### src/rtl/accel_pkg.sv
`default_nettype none
// ============================================================================
// Package  : accel_pkg
// Brief    : Shared FSM encoding and geometry helpers for the result gatherer.
// Revision : 1.0
// ============================================================================
package accel_pkg;

    typedef enum logic [1:0] {
        ST_IDLE    = 2'd0,
        ST_CAPTURE = 2'd1,
        ST_WRITE   = 2'd2,
        ST_WAIT    = 2'd3
    } state_t;

    localparam int c_ADDR_MIN_IW = 13;

    function automatic int lanes_per_word(input int bram_w, input int w);
        return bram_w / w;
    endfunction

    function automatic int beats_per_row(input int n, input int w, input int bram_w);
        return (n * w) / bram_w;
    endfunction

    function automatic int col_blocks(input int size_x, input int n);
        return size_x / n;
    endfunction

    function automatic int row_stride(input int size_x, input int w, input int bram_w);
        return (size_x * w) / bram_w;
    endfunction

    // One guard bit above the BRAM address so the sum can never wrap internally.
    function automatic int addr_iw(input int aw);
        return (aw + 1 > c_ADDR_MIN_IW) ? aw + 1 : c_ADDR_MIN_IW;
    endfunction

endpackage
`default_nettype wire

### src/rtl/gather_c.sv
`default_nettype none
// ============================================================================
// Module   : gather_c
// Brief    : Captures result rows from the systolic array and scatters them
//            into BRAM, one column block at a time.
// Revision : 1.0
// ============================================================================
module gather_c
    import accel_pkg::*;
#(
    parameter int W             = 8,
    parameter int N             = 64,
    parameter int BRAM_W        = 128,
    parameter int BRAM_AW       = 9,
    parameter int DATA_C_SIZE_X = 64,
    parameter int DATA_C_SIZE_Y = 64
) (
    input  logic                      clk,
    input  logic                      rst,
    input  logic                      start,
    input  logic [N-1:0][W-1:0]       c_in,
    input  logic                      c_valid,
    output logic                      c_ready,
    output logic                      bram_clk_c,
    output logic                      bram_en_c,
    output logic                      bram_we_c,
    output logic [BRAM_AW-1:0]        bram_addr_c,
    output logic [BRAM_W-1:0]         bram_wrdata_c,
    input  logic [BRAM_W-1:0]         bram_rddata_c,
    output logic                      blk_done,
    output logic                      all_done,
    output logic                      busy,
    output logic [2:0]                debug_state
);

    localparam int c_L        = lanes_per_word(BRAM_W, W);
    localparam int c_BEATS    = beats_per_row(N, W, BRAM_W);
    localparam int c_ROWS     = DATA_C_SIZE_Y;
    localparam int c_COL_BLKS = col_blocks(DATA_C_SIZE_X, N);
    localparam int c_STRIDE   = row_stride(DATA_C_SIZE_X, W, BRAM_W);
    localparam int c_IW       = addr_iw(BRAM_AW);
    localparam int c_ROW_W    = (c_ROWS > 1) ? $clog2(c_ROWS) : 1;
    localparam int c_BLK_W    = (c_COL_BLKS > 1) ? $clog2(c_COL_BLKS) : 1;
    localparam int c_BEAT_W   = (c_BEATS > 1) ? $clog2(c_BEATS) : 1;

    generate
        if ((N * W) % BRAM_W != 0) begin : g_chk_row_width
            $error("gather_c: N*W must be a multiple of BRAM_W");
        end
        if (DATA_C_SIZE_X % N != 0) begin : g_chk_col_blocks
            $error("gather_c: DATA_C_SIZE_X must be a multiple of N");
        end
        if (c_STRIDE * c_ROWS > (1 << BRAM_AW)) begin : g_chk_addr_space
            $error("gather_c: matrix does not fit the BRAM address space");
        end
    endgenerate

    state_t                 r_state;
    logic [c_ROW_W-1:0]     r_row_cnt;
    logic [c_BLK_W-1:0]     r_col_blk;
    logic [c_BEAT_W-1:0]    r_beat;
    logic [N-1:0][W-1:0]    r_buf;
    logic                   r_blk_done;
    logic                   r_all_done;

    logic                   w_wr;
    logic                   w_last_beat;
    logic [N*W-1:0]         w_buf_flat;
    logic                   w_unused;

    assign w_wr        = (r_state == ST_WRITE);
    assign w_last_beat = (r_beat == c_BEAT_W'(c_BEATS - 1));
    assign w_buf_flat  = r_buf;
    assign w_unused    = ^bram_rddata_c;

    always_ff @(posedge clk) begin
        if (rst) begin
            r_state    <= ST_IDLE;
            r_row_cnt  <= '0;
            r_col_blk  <= '0;
            r_beat     <= '0;
            r_buf      <= '0;
            r_blk_done <= 1'b0;
            r_all_done <= 1'b0;
        end else begin
            r_blk_done <= 1'b0;
            r_all_done <= 1'b0;
            case (r_state)
                ST_IDLE: begin
                    if (start) begin
                        r_state   <= ST_CAPTURE;
                        r_row_cnt <= '0;
                        r_col_blk <= '0;
                        r_beat    <= '0;
                    end
                end
                ST_CAPTURE: begin
                    if (c_valid) begin
                        r_buf   <= c_in;
                        r_beat  <= '0;
                        r_state <= ST_WRITE;
                    end
                end
                ST_WRITE: begin
                    if (w_last_beat) begin
                        r_beat <= '0;
                        if (r_row_cnt != c_ROW_W'(c_ROWS - 1)) begin
                            r_row_cnt <= r_row_cnt + c_ROW_W'(1);
                            r_state   <= ST_CAPTURE;
                        end else begin
                            r_row_cnt  <= '0;
                            r_blk_done <= 1'b1;
                            if (r_col_blk != c_BLK_W'(c_COL_BLKS - 1)) begin
                                r_col_blk <= r_col_blk + c_BLK_W'(1);
                                r_state   <= ST_WAIT;
                            end else begin
                                r_all_done <= 1'b1;
                                r_state    <= ST_IDLE;
                            end
                        end
                    end else begin
                        r_beat <= r_beat + c_BEAT_W'(1);
                    end
                end
                ST_WAIT: begin
                    if (start) begin
                        r_state <= ST_CAPTURE;
                    end
                end
                default: r_state <= ST_IDLE;
            endcase
        end
    end

    // The BRAM port is a pure decode of the registered state, so a beat is
    // on the port in the same cycle its counter value is held.
    assign bram_clk_c    = clk;
    assign bram_en_c     = w_wr;
    assign bram_we_c     = w_wr;
    assign bram_addr_c   = w_wr ? BRAM_AW'(c_IW'(r_row_cnt) * c_IW'(c_STRIDE)
                                         + c_IW'(r_col_blk) * c_IW'(c_BEATS)
                                         + c_IW'(r_beat))
                                : '0;
    assign bram_wrdata_c = w_wr ? w_buf_flat[int'(r_beat) * (c_L * W) +: BRAM_W] : '0;

    assign c_ready     = (r_state == ST_CAPTURE);
    assign blk_done    = r_blk_done;
    assign all_done    = r_all_done;
    assign busy        = (r_state != ST_IDLE);
    assign debug_state = {1'b0, r_state};

endmodule
`default_nettype wire

### config.mk
export PLATFORM = sky130hd
export DESIGN_NAME = gather_c
export DESIGN_NICKNAME = d
export VERILOG_FILES = /design/src/rtl/accel_pkg.sv /design/src/rtl/gather_c.sv
export SDC_FILE = /design/constraint.sdc
export NUM_CORES = 1
export LEC_CHECK = 0
export CAP_MARGIN = 20
export CORE_AREA = 8 8 301 303
export CTS_CLUSTER_DIAMETER = 40
export DETAILED_ROUTE_END_ITERATION = 6
export DIE_AREA = 0 0 309 311
export GPL_TIMING_DRIVEN = 1
export MAX_ROUTING_LAYER = met4
export PLACE_DENSITY = 0.54
export SETUP_SLACK_MARGIN = 0.5
export SYNTH_ARGS = -nofsm -noshare
export SYNTH_HDL_FRONTEND = slang
export SYNTH_SLANG_ARGS = --single-unit
### constraint.sdc
create_clock -name clk -period 2.45 [get_ports clk]
set_input_delay 0.49 -clock clk [delete_from_list [all_inputs] [get_ports clk]]
set_output_delay 0.49 -clock clk [all_outputs]
set_load 0.03 [all_outputs]
==> results.json <==
{
  "report.final.setup_viol": 131,
  "first_global_vias": 21302,
  "estimated_wirelength_of_the_detail_placed_design_um": 60560,
  "synth_most_common_cell": "nand2_1",
  "met1_routing_resource_usage_after_global_routing": 0.2278,
  "finalHoldViolations": 0,
  "placeableCoreArea_um2": 85940,
  "internal-power_mw": 23.18,
  "failed_checks": "design-rule violations, negative setup slack",
  "route.vias.total": 21849,
  "ys_ff_latch": 524,
  "power_leakage_nw": 14.09,
  "route.final.wire_length_um": 100000,
  "run_status": "finished with violations",
  "global_route.usage.met2": 0.2835,
  "drt_pass1_iterations": 7,
  "post_synth_main_area_contributors": "dfxtp_1 47%, nand2_1 17%, mux4_2 13%",
  "synth_largest_type_area_fraction": 0.4731,
  "grt_pass1_wl_um": 132100,
  "switchingPower_mw": 9.092,
  "max_clock_freq_mhz": 347.2,
  "grt_overflow": 0,
  "pwr_density_cell_nw_per_um2": 835.9,
  "fp.dieArea_um2": 96100,
  "cts.clk_slew.worst_paths_ns": 0.05,
  "drt_iter0_drc": 1659,
  "clk_latency_ns": 0.74,
  "io_buffer_count": 660,
  "critPathLaunchType": "register",
  "place.detailed.instances": 4296,
  "synth_ff_type": "dfxtp_1",
  "grt-busiest-layer": "met2",
  "yosysTopAreaCell": "dfxtp_1",
  "fill_cells": 8327,
  "count_of_nets_left_with_antenna_violations_after_detail_routing": 0,
  "floorplan.io_pins": 791,
  "drive_gt1_frac": 0.2681,
  "power.ir.vdd_worst_uv": 518.4,
  "setup_ws_ns": -0.4302,
  "grtUsageTotal": 0.1826,
  "grt_max_degree": 92,
  "final_core_util": 0.4492,
  "synth.yosys.warnings": 0,
  "drv_cap": 0,
  "slew_headroom": 0.6223,
  "type_of_the_worst_setup_path": "register to output pin",
  "post_synth_most_frequent_cells": "1031 x nand2_1, 524 x dfxtp_1, 519 x a21oi_1",
  "groute.layer.met3.usage": 0.05257,
  "area_growth_pct": 74.11,
  "p_clk_frac": 0.440,
  "finish.net_count": 4094,
  "die-height_um": 311,
  "timing_worst_slew_pin_value_ns": 0.5666,
  "combPwrFrac": 0.245,
  "hold_buffers": 0,
  "synth.yosys.seq_area_share": 0.4731,
  "core.rowCount": 108,
  "p_sw_frac": 0.2818,
  "async_reset_ff_frac": 0,
  "dr_drc_count": 2,
  "detail_route.wl_per_cell_um": 21.31,
  "cp_data_required_time_ns": 1.96,
  "route.detailed.vias_per_inst": 4.654,
  "arrival_ns": 2.39,
  "finalCritPeriodShare": 1.176,
  "clock-skew-final_ns": 0.04072,
  "gp_congestion": 0.8209,
  "hold_path_class": "input pin to register",
  "antenna_violations_before_repair": 17,
  "synth_enable_flop_cells": 0,
  "grt_setup_unrepaired": "true",
  "synthesis.area_per_instance_um2": 8.498,
  "synthDistinctLibCells": 38,
  "initial_cell_density_of_the_core": 0.2580,
  "final_period_minus_worst_setup_slack_ns": 2.880,
  "largest_fanout_on_the_critical_path": 7,
  "critPathCaptureType": "output pin",
  "netlist_area_um2": 22170,
  "die-width_um": 309,
  "cts_tree": "done",
  "sequential_power_share": 0.315,
  "layoutNonFillerInstCount": 4695,
  "syn_inst": 2609,
  "drv_slew": 0
}
## per-layer routing
layer	wire (um)	vias to the layer above
met5	0	-
met4	2284	0
met3	8133	136
met2	45900	806
met1	43720	10465
li1	-	10442
## metrics by stage
step | hold WS [ns] | instance area [um^2] | setup slack (ns) | setup TNS (ns) | power (mW)
6_report | 0.2046 | 38600 | -0.4302 | -45.05 | 32.27
5_1_grt | 0.1981 | 38600 | -0.5385 | -57.48 | 33.60
4_1_cts | 0.1697 | 35930 | -0.5170 | -54.26 | 30.64
3_5_place_dp | 0.4431 | 30280 | 0.01233 | 0 | 15.64
3_3_place_gp | 0.4389 | 30280 | 0.0004070 | 0 | 15.58
2_1_floorplan | 0.4331 | 22320 | 0.4483 | 0 | 13.23
## power groups by stage
| stage | sequential, mW | combinational [mW] | clock (mW) |
|---|---|---|---|
| after floorplan | 10.1 | 3.05 | 0.0611 |
| after global placement | 10.3 | 5.23 | 0.0680 |
| after detailed placement | 10.3 | 5.26 | 0.0680 |
| after CTS | 10.1 | 6.08 | 14.4 |
| after global routing | 10.3 | 8.47 | 14.9 |
| final | 10.2 | 7.91 | 14.2 |
## cell families (layout without fill, tap and decap cells)
group,count (synthesis),in the layout,synth area share
AND/OR/NAND/NOR,1190,1191,0.2192
AO/OA/AOI/OAI,531,531,0.1212
flip-flops,524,524,0.4731
buffers and inverters,226,1136,0.05147
multiplexers,131,131,0.1314
adder cells (fa/ha/maj),6,6,0.003386
other,1,21,0.0001691
## final timing paths
| path | end | start | cells after the start | slack (ns) |
|---|---|---|---|---|
| worst max register to register | r_row_cnt[5] | r_state[0] | 11 | 0.35 |
| worst min-delay path | r_buf[301] | rst | 2 | 0.20 |
| worst min register to register | r_buf[477] | r_buf[477] | 2 | 0.45 |
| worst max-delay path | bram_wrdata_c[101] | r_beat[0] | 7 | -0.43 |
## worst max-delay path, cell delays in order, from the launching register on
cell     delay [ns]
dfxtp_4        0.37
buf_12         0.13
buf_12         0.14
buf_12         0.11
buf_12         0.11
mux4_2         0.49
and2_4         0.17
buf_6          0.13
## repair_timing
action / CTS / global route
pin swaps: 36 / 65
gates resized for setup: 573 / 183
gates cloned: 19 / 59
setup buffers: 67 / 59
setup endpoints to repair: 152 / 376
## flip-flops by register name, summed over array words and instances (netlist names)
signal and flops:
r_buf 512, r_row_cnt 6, r_beat 2, r_state 2
all_done 1, blk_done 1
## area by class of cell
cell class	count	area, um^2	area share
Clock buffer	128	2829	0.07328
Inverter	6	27.53	0.0007131
Clock inverter	49	681.9	0.01766
Timing Repair Buffer	953	11850	0.3070
Multi-Input combinational cell	1861	11210	0.2905
Tap cell	1155	1445	0.03744
Sequential cell	524	10510	0.2721
Antenna cell	19	47.55	0.001232
## placed cells by master (no fill, tap or decap), types with 3 or more instances in the layout
cell | synthesis | layout
bufinv_16 | 0 | 12
clkinv_4 | 0 | 9
and2_4 | 0 | 131
nand2_2 | 0 | 17
dfxtp_1 | 524 | 520
nand2_8 | 0 | 4
nand2_4 | 0 | 5
mux2i_1 | 3 | 3
clkinv_2 | 0 | 14
mux4_2 | 128 | 128
buf_8 | 2 | 36
nand2_1 | 1031 | 1006
clkinvlp_4 | 0 | 9
clkdlybuf4s50_1 | 0 | 514
or3_1 | 3 | 3
clkbuf_16 | 0 | 144
buf_16 | 0 | 42
and2_1 | 136 | 5
buf_6 | 4 | 167
ha_4 | 0 | 3
diode_2 | 0 | 19
dfxtp_4 | 0 | 4
buf_4 | 7 | 72
nor2_1 | 3 | 3
a21oi_2 | 0 | 32
clkbuf_8 | 0 | 20
nand3_1 | 4 | 3
clkbuf_1 | 87 | 7
buf_2 | 106 | 5
a21oi_1 | 519 | 487
buf_12 | 5 | 70
No activity file was read; power rests on OpenSTA's default activity.
